[src/rtl/reg_arbiter.sv]
// Round-robin arbiter owning one load/clear register: grant edge, one-cycle ISSUE, CAPTURE, then ack pulse.
// Latency: grant at E0, register written at E1, ack/rd_data at E2; requesters wait (req held) until their ack.
module reg_arbiter #(
    parameter int N    = 8,
    parameter int REQS = 4
) (
    input  logic              clk,
    input  logic              clear_n,
    input  logic [REQS-1:0]   req,
    input  logic [REQS-1:0]   clr_req,
    input  logic [REQS*N-1:0] wr_data,
    output logic [REQS-1:0]   gnt,
    output logic [REQS-1:0]   ack,
    output logic [N-1:0]      rd_data,
    output logic              busy,
    output logic [N-1:0]      reg_in,
    output logic              reg_load,
    output logic              reg_clear,
    input  logic [N-1:0]      reg_out
);

    localparam int IW = (REQS > 1) ? $clog2(REQS) : 1;

    typedef enum logic [1:0] {
        IDLE    = 2'd0,
        ISSUE   = 2'd1,
        CAPTURE = 2'd2
    } state_t;

    state_t          state_q, state_d;
    logic [IW-1:0]   ptr_q, ptr_d;
    logic [IW-1:0]   win_q, win_d;
    logic [REQS-1:0] gnt_d, ack_d;
    logic [N-1:0]    rd_data_d, reg_in_d;
    logic            busy_d, reg_load_d, reg_clear_d;

    logic [REQS-1:0] elig;
    logic            pick_vld;
    logic [IW-1:0]   pick_idx;

    // A requester is masked during its own ack cycle so a held req is not instantly regranted.
    assign elig = req & ~ack;

    always_comb begin
        logic [IW:0]   sum;
        logic [IW-1:0] idx;
        pick_vld = 1'b0;
        pick_idx = '0;
        sum      = '0;
        idx      = '0;
        for (int k = 0; k < REQS; k++) begin
            sum = {1'b0, ptr_q} + (IW+1)'(k);
            if (sum >= (IW+1)'(REQS)) begin
                sum = sum - (IW+1)'(REQS);
            end
            idx = sum[IW-1:0];
            if (!pick_vld && elig[idx]) begin
                pick_vld = 1'b1;
                pick_idx = idx;
            end
        end
    end

    always_comb begin
        state_d     = state_q;
        ptr_d       = ptr_q;
        win_d       = win_q;
        gnt_d       = gnt;
        ack_d       = '0;
        rd_data_d   = rd_data;
        reg_in_d    = reg_in;
        reg_load_d  = 1'b0;
        reg_clear_d = 1'b0;

        unique case (state_q)
            IDLE: begin
                if (pick_vld) begin
                    gnt_d           = '0;
                    gnt_d[pick_idx] = 1'b1;
                    win_d           = pick_idx;
                    reg_in_d        = wr_data[pick_idx*N +: N];
                    reg_load_d      = ~clr_req[pick_idx];
                    reg_clear_d     = clr_req[pick_idx];
                    state_d         = ISSUE;
                end
            end
            ISSUE: begin
                state_d = CAPTURE;
            end
            CAPTURE: begin
                rd_data_d = reg_out;
                ack_d     = gnt;
                gnt_d     = '0;
                ptr_d     = (win_q == IW'(REQS-1)) ? '0 : win_q + 1'b1;
                state_d   = IDLE;
            end
            default: begin
                gnt_d   = '0;
                state_d = IDLE;
            end
        endcase

        busy_d = (state_d != IDLE);
    end

    // Reset aborts any operation in flight; the register itself is never cleared from here.
    always_ff @(posedge clk or negedge clear_n) begin
        if (!clear_n) begin
            state_q   <= IDLE;
            ptr_q     <= '0;
            win_q     <= '0;
            gnt       <= '0;
            ack       <= '0;
            rd_data   <= '0;
            busy      <= 1'b0;
            reg_in    <= '0;
            reg_load  <= 1'b0;
            reg_clear <= 1'b0;
        end else begin
            state_q   <= state_d;
            ptr_q     <= ptr_d;
            win_q     <= win_d;
            gnt       <= gnt_d;
            ack       <= ack_d;
            rd_data   <= rd_data_d;
            busy      <= busy_d;
            reg_in    <= reg_in_d;
            reg_load  <= reg_load_d;
            reg_clear <= reg_clear_d;
        end
    end

    a_ctl_excl: assert property (@(posedge clk) disable iff (!clear_n)
        !(reg_load && reg_clear));
    a_ctl_issue: assert property (@(posedge clk) disable iff (!clear_n)
        (reg_load || reg_clear) |-> (state_q == ISSUE));
    a_gnt_onehot: assert property (@(posedge clk) disable iff (!clear_n)
        $onehot0(gnt));
    a_ack_onehot: assert property (@(posedge clk) disable iff (!clear_n)
        $onehot0(ack));

endmodule

[config.mk]
export PLATFORM = sky130hd
export DESIGN_NAME = reg_arbiter
export DESIGN_NICKNAME = d
export VERILOG_FILES = /design/src/rtl/reg_arbiter.sv
export SDC_FILE = /design/constraint.sdc
export NUM_CORES = 1
export LEC_CHECK = 0
export ABC_AREA = 1
export CAP_MARGIN = 0
export CORE_UTILIZATION = 49
export CTS_BUF_LIST = sky130_fd_sc_hd__clkbuf_8
export DETAILED_ROUTE_END_ITERATION = 12
export PLACE_DENSITY = 0.93
export SKIP_CTS_REPAIR_TIMING = 1
export SLEW_MARGIN = 20
export SYNTH_ARGS = -nofsm -noshare
export SYNTH_HDL_FRONTEND = slang
export SYNTH_SLANG_ARGS = --single-unit
[constraint.sdc]
create_clock -name clk -period 4.7 [get_ports clk]
set_input_delay 0.705 -clock clk [delete_from_list [all_inputs] [get_ports clk]]
set_output_delay 0.705 -clock clk [all_outputs]
set_load 0.05 [all_outputs]
==> flow_summary.json, run 1 <==
{
  "drive_gt1_share_pct": 7.37,
  "syn_inst": 268,
  "critical_path.max_stage_delay_ps": 500,
  "synth.avg_cell_area_um2": 7.36,
  "maxCapViolCount": 0,
  "drc_errors": 0,
  "grt_max_degree": 34,
  "antenna_cells": 0,
  "root_buffer": "clkbuf_8",
  "irDropWorstVdd_uv": 462,
  "hp-start": "state_q[1]",
  "setup_violations": 0,
  "ios": 77,
  "p_int_mw": 1.01,
  "worstPathRequired_ps": 4860,
  "grt_pass1_wl_um": 8540,
  "power_leakage_nw": 1.39,
  "cts_tree": "yes",
  "synth_cell_type_count": 23,
  "overflow": 0,
  "seq_area_frac_synth_pct": 41.9,
  "cp_slowest_cell": "clkdlybuf4s50_1",
  "finalPower_mw": 2.32,
  "die_h_um": 65.5,
  "period_needed_ps": 2670,
  "rsz0062_at_grt": "no",
  "critPathLaunchType": "input port",
  "seqPwrFrac_pct": 21.1,
  "dieArea_um2": 4280,
  "worst_path_dominant_cell_family": "simple AND/OR/NAND/NOR gates",
  "worstSetupEndpointType": "flop",
  "outcome": "finished, final reports clean",
  "critPathLaunch": "req[3]",
  "insertion_delay_ps": 280,
  "cts_buffers": 5,
  "drt-pass1-iter-count": 4,
  "area_delta_synth_final_pct": 41.3,
  "core_area_um2": 3770,
  "grt_pass1_vias": 1893,
  "hold_viol_final": 0,
  "nets": 390,
  "drt_iter0_markers": 242,
  "max_freq_mhz": 375,
  "grt_use_total_pct": 26.6,
  "htree_levels": 2,
  "p_switching_mw": 1.31,
  "critPathArrivalTime_ps": 2830,
  "cp_num_buf_inv": 2,
  "initial_core_util_pct": 52.3,
  "grt_antenna_before_repair": 0,
  "fp.dieW_um": 65.5,
  "regToRegStartpoint": "ptr_q[0]",
  "synth_seq_cells": 33,
  "tightest_slew_ps": 694,
  "max_slew_margin_pct": 53.6,
  "slew_viol_final": 0,
  "comb_power_share_pct": 70.0,
  "dpl.hpwl_um": 3900,
  "yosys_warnings": 0,
  "via_per_inst": 5.26,
  "fillers": 268,
  "hp-class": "flop to flop",
  "cp_max_fo": 13,
  "syn-cell-area_um2": 1970,
  "powerDensity_nw_per_um2": 831,
  "timing.hold.ws_ps": 454,
  "drt-total-wl_um": 5230,
  "drt-wirelength-per-cell_um": 13.5,
  "clk_pin_slew_ps": 70,
  "crit_chain": "clkdlybuf4s50_1 > nand3_2 > nand3_1 > nand2_2 > nand4_1 > nand3_1 > nand2_1 > inv_1 > nand2_1 > nand2_1 > nand2_1 > nand2_1",
  "gp_congestion": 0.889,
  "rows": 22,
  "swShare_pct": 56.6,
  "io_buffers": 76,
  "postRouteAntennaNets": 0,
  "skew_ps": 8.34,
  "p_clk_share_pct": 8.8,
  "finalCritPeriodShare_pct": 56.8,
  "dr_total_vias": 2037,
  "cp_common_cell": "nand2_1",
  "tns_ps": 0,
  "cts_sinks": 33,
  "syn_nets": 319,
  "crit_type": "input port to flop",
  "clockBufferDepth": 2
}
==> state kept, by name, indices dropped and copies added, names as in the netlist <==
| signal | flops |
|---|---|
| rd_data | 8 |
| reg_in | 8 |
| ack | 4 |
| gnt | 4 |
| ptr_q | 2 |
| state_q | 2 |
| win_q | 2 |
| busy | 1 |
| reg_clear | 1 |
| reg_load | 1 |
==> cell usage after synthesis, drive strengths merged <==
cell type  instances  share of area [%]
nor2               7                1.5
a21oi              5                1.3
inv               18                3.7
buf               11                4.6
nand3             24                8.6
o21ai              9                2.3
clkbuf             2               0.38
ha                 1               0.63
dfrtp             33                 42
nand2            136                 27
o31ai              1               0.38
nand4             21                7.4
==> per-stage QoR <==
| stage | instance area [um2] | setup slack, ps | cells | util (%) |
|---|---|---|---|---|
| 4_1_cts | 2790 | 2070 | 387 | 74.0 |
| 3_5_place_dp | 2700 | 1780 | 380 | 71.7 |
| 2_1_floorplan | 1970 | 2800 | 268 | - |
| 5_1_grt | 2790 | 1830 | 387 | 74.0 |
| 3_3_place_gp | 2700 | 1880 | 380 | 71.7 |
| 6_report | 2790 | 2030 | 387 | 74.0 |
==> area by class of cell <==
type | instances | area (um2) | area share [%]
timing repair buffer | 77 | 768 | 27.5
tap | 48 | 60.1 | 2.15
multi-input combinational | 204 | 976 | 35.0
sequential | 33 | 826 | 29.6
clock buffer | 6 | 82.6 | 2.96
inverter | 18 | 72.6 | 2.60
clock inverter | 1 | 3.75 | 0.135
==> cells in the final DEF, fill, tap and decap left out <==
cell,instances
a21oi_1,5
buf_4,1
clkbuf_8,6
clkdlybuf4s50_1,76
dfrtp_1,33
ha_1,1
inv_1,16
inv_2,2
inv_6,1
nand2_1,130
nand2_2,3
nand2_4,3
nand3_1,17
nand3_2,5
nand3_4,2
nand4_1,20
nand4_4,1
nor2_1,6
nor2_2,1
o21ai_0,7
o21ai_1,2
o31ai_1,1
==> cell families after synthesis <==
| kind of cell | share of synthesized area (%) |
|---|---|
| flip-flops | 41.9 |
| buffers and inverters | 8.69 |
| AND/OR/NAND/NOR | 44.9 |
| adder cells (fa/ha/maj) | 0.634 |
| AO/OA/AOI/OAI | 3.93 |
==> power by group through the flow <==
| stage | clock, mW | combinational, mW | sequential [mW] |
|---|---|---|---|
| floorplan | 0 | 0.976 | 0.766 |
| global placement | 0 | 1.55 | 0.489 |
| detailed placement | 0 | 1.60 | 0.491 |
| CTS | 0.209 | 1.61 | 0.489 |
| global route | 0.223 | 1.79 | 0.505 |
| finish | 0.205 | 1.62 | 0.489 |
==> worst paths after layout <==
check,to,slack [ps],depth (start not counted)
max,reg_in[2],2030,12
min,state_q[1],450,1
max reg2reg,reg_in[2],2210,13
min reg2reg,state_q[1],450,1
max in group asynchronous,rd_data[3],3600,2
min in group asynchronous,reg_in[3],820,2
==> metal layers <==
metal	GRT usage (%)	up-vias	wire, um
li1	-	1004	-
met1	35.4	952	2290
met2	42.4	70	2570
met3	3.47	11	243
met4	13.6	0	134
met5	0	-	0
Power figures use the tool's default switching activity.
==> inputs of run 2 (changes only) <==
--- a/config.mk
+++ b/config.mk
@@ -7,10 +7,10 @@
 export LEC_CHECK = 0
 export ABC_AREA = 1
 export CAP_MARGIN = 0
-export CORE_UTILIZATION = 49
+export CORE_UTILIZATION = 41
 export CTS_BUF_LIST = sky130_fd_sc_hd__clkbuf_8
 export DETAILED_ROUTE_END_ITERATION = 12
-export PLACE_DENSITY = 0.93
+export PLACE_DENSITY = 0.84
 export SKIP_CTS_REPAIR_TIMING = 1
 export SLEW_MARGIN = 20
 export SYNTH_ARGS = -nofsm -noshare
==> constraint.sdc (replaced) <==
create_clock -name clk -period 2.4 [get_ports clk]
set_input_delay 0.36 -clock clk [delete_from_list [all_inputs] [get_ports clk]]
set_output_delay 0.36 -clock clk [all_outputs]
set_load 0.05 [all_outputs]
==> run 2 against run 1 <==
Effect of this change:
- the flow now finishes with violations (design-rule violations)
- first-iteration DRC count down 54%
- worst hold slack better by 14 ps
- clock power up 98%
- non-clock buffer count up 5
- combinational power up 98%
- die area up 19%
- sequential share of layout area down 0.44 points
- critical path type is now flop to flop
- highest routed layer unchanged
==> flow_summary.json, run 2 (same netlist as run 1, synthesis figures left out) <==
{
  "outcome": "finished with violations",
  "violations": "design-rule violations",
  "cts_buffers": 5,
  "overflow": 0,
  "hp-class": "flop to flop",
  "rows": 24,
  "drive_gt1_share_pct": 8.72,
  "crit_type": "flop to flop",
  "tightest_slew_ps": 665,
  "fillers": 401,
  "dr_total_vias": 1998,
  "via_per_inst": 5.05,
  "drc_errors": 1,
  "worstSetupEndpointType": "flop",
  "powerDensity_nw_per_um2": 1610,
  "insertion_delay_ps": 280,
  "utilization_pct": 63.3,
  "drt-wirelength-per-cell_um": 13.0,
  "rsz0062_at_grt": "no",
  "tns_ps": 0,
  "cp_max_fo": 22,
  "cts_sinks": 33,
  "antenna_cells": 0,
  "max_slew_margin_pct": 55.5,
  "initial_core_util_pct": 44.1,
  "dp.cells": 389,
  "maxCapViolCount": 0,
  "period_needed_ps": 2110,
  "skew_ps": 1.83,
  "dieArea_um2": 5090,
  "dpl.hpwl_um": 3760,
  "area_delta_synth_final_pct": 43.5,
  "grt_antenna_before_repair": 0,
  "power_leakage_nw": 1.41,
  "postRouteAntennaNets": 0,
  "cp-endpoint": "reg_load",
  "rr_worst_depth": 11,
  "slew_viol_final": 0,
  "htree_levels": 2,
  "drt-total-wl_um": 5150,
  "io_buffers": 76,
  "final_cell_mix": "nand2_1 (130), clkdlybuf4s50_1 (76), dfrtp_1 (33)",
  "ios": 77,
  "stdcell_count": 396,
  "root_buffer": "clkbuf_8",
  "hold_viol_final": 0,
  "setup_violations": 0,
  "nets": 395,
  "grt_max_degree": 34,
  "r2r_slack_ps": 290,
  "hold_depth": 1,
  "place_ws_ps": 161,
  "grt_use_total_pct": 22.0,
  "largest_registers": "rd_data x8, reg_in x8",
  "core_area_um2": 4470,
  "drt-pass1-iter-count": 8,
  "irDropWorstVdd_uv": 932,
  "final_common_cell": "nand2_1",
  "critPathLaunch": "ptr_q[0]",
  "grt_pass1_wl_um": 8670,
  "regToRegStartpoint": "ptr_q[0]",
  "setup_slack_ps": 292,
  "grt_pass1_vias": 1967,
  "critPathArrivalTime_ps": 2280,
  "finalPower_mw": 4.57,
  "worstPathRequired_ps": 2570,
  "cts_tree": "yes",
  "clk_pin_slew_ps": 60,
  "r2r_end": "reg_load",
  "multi_input_comb_area_um2": 976,
  "die_h_um": 71.4,
  "clockBufferDepth": 2,
  "gp_congestion": 0.843,
  "critPathLaunchType": "flop",
  "register_area_um2": 826,
  "fp.dieW_um": 71.4,
  "finalCritPeriodShare_pct": 87.9,
  "max_freq_mhz": 474,
  "drt_iter0_markers": 111
}
-- run 2: changes by cell type in the layout (fill, tap and decap cells not counted), sizes merged --
| cell | change |
|---|---|
| buf | +5 |
-- run 2: stage by stage --
| step | hold slack (ps) | instance area (um2) |
|---|---|---|
| CTS | 461 | 2830 |
| global route | 494 | 2830 |
| floorplan | 64.4 | 1970 |
| detailed placement | 446 | 2750 |
| finish | 468 | 2830 |
| global placement | 446 | 2750 |
-- run 2: worst max-delay path, cell delays in order (launching register included) --
cell and delay, ps:
dfrtp_1 630, nand3_1 220, nand3_1 150, nand2_2 130, nand4_4 170, nand3_4 230, inv_1 170, nand2_1 60
nand2_1 50, nand2_1 60, nand2_1 90, nor2_2 30
-- run 2: worst min-delay path by stage --
| stage | startpoint | endpoint | slack [ps] |
|---|---|---|---|
| 3_3_place_gp | state_q[1] | state_q[1] | 450 |
| 2_1_floorplan | clear_n | ack[0] | 60 |
| 4_1_cts | state_q[1] | state_q[1] | 460 |
| 6_report | state_q[1] | state_q[1] | 470 |
| 3_5_place_dp | state_q[1] | state_q[1] | 450 |
| 5_1_grt | state_q[1] | state_q[1] | 490 |
-- run 2: per-layer routing --
layer / part of all wire [%] / vias up / GRT usage [%]
li1: - / 1014 / -
met1: 42 / 923 / 26.3
met2: 50 / 49 / 37.7
met3: 4.3 / 12 / 4.78
met4: 2.8 / 0 / 10.7
met5: 0 / - / 0
-- run 2: where the power goes --
part           internal [mW]  switching, mW  leakage, nW
Sequential             0.793          0.159        0.420
Combinational           1.03           2.18        0.940
Clock                  0.223          0.184       0.0485
-- run 2: layout make-up --
cell class | count | share of cell area [%]
Inverter | 18 | 2.56
Clock buffer | 6 | 2.92
Timing Repair Buffer | 82 | 28.5
Multi-Input combinational cell | 204 | 34.5
Sequential cell | 33 | 29.2
Tap cell | 52 | 2.30
Clock inverter | 1 | 0.133
==> inputs of run 3 (changes only) <==
--- a/config.mk
+++ b/config.mk
@@ -10,6 +10,7 @@
 export CORE_UTILIZATION = 41
 export CTS_BUF_LIST = sky130_fd_sc_hd__clkbuf_8
 export DETAILED_ROUTE_END_ITERATION = 12
+export GPL_ROUTABILITY_DRIVEN = 0
 export PLACE_DENSITY = 0.84
 export SKIP_CTS_REPAIR_TIMING = 1
 export SLEW_MARGIN = 20
==> results of run 3 <==
Final layout, timing and power as in run 2 (identical DEF).
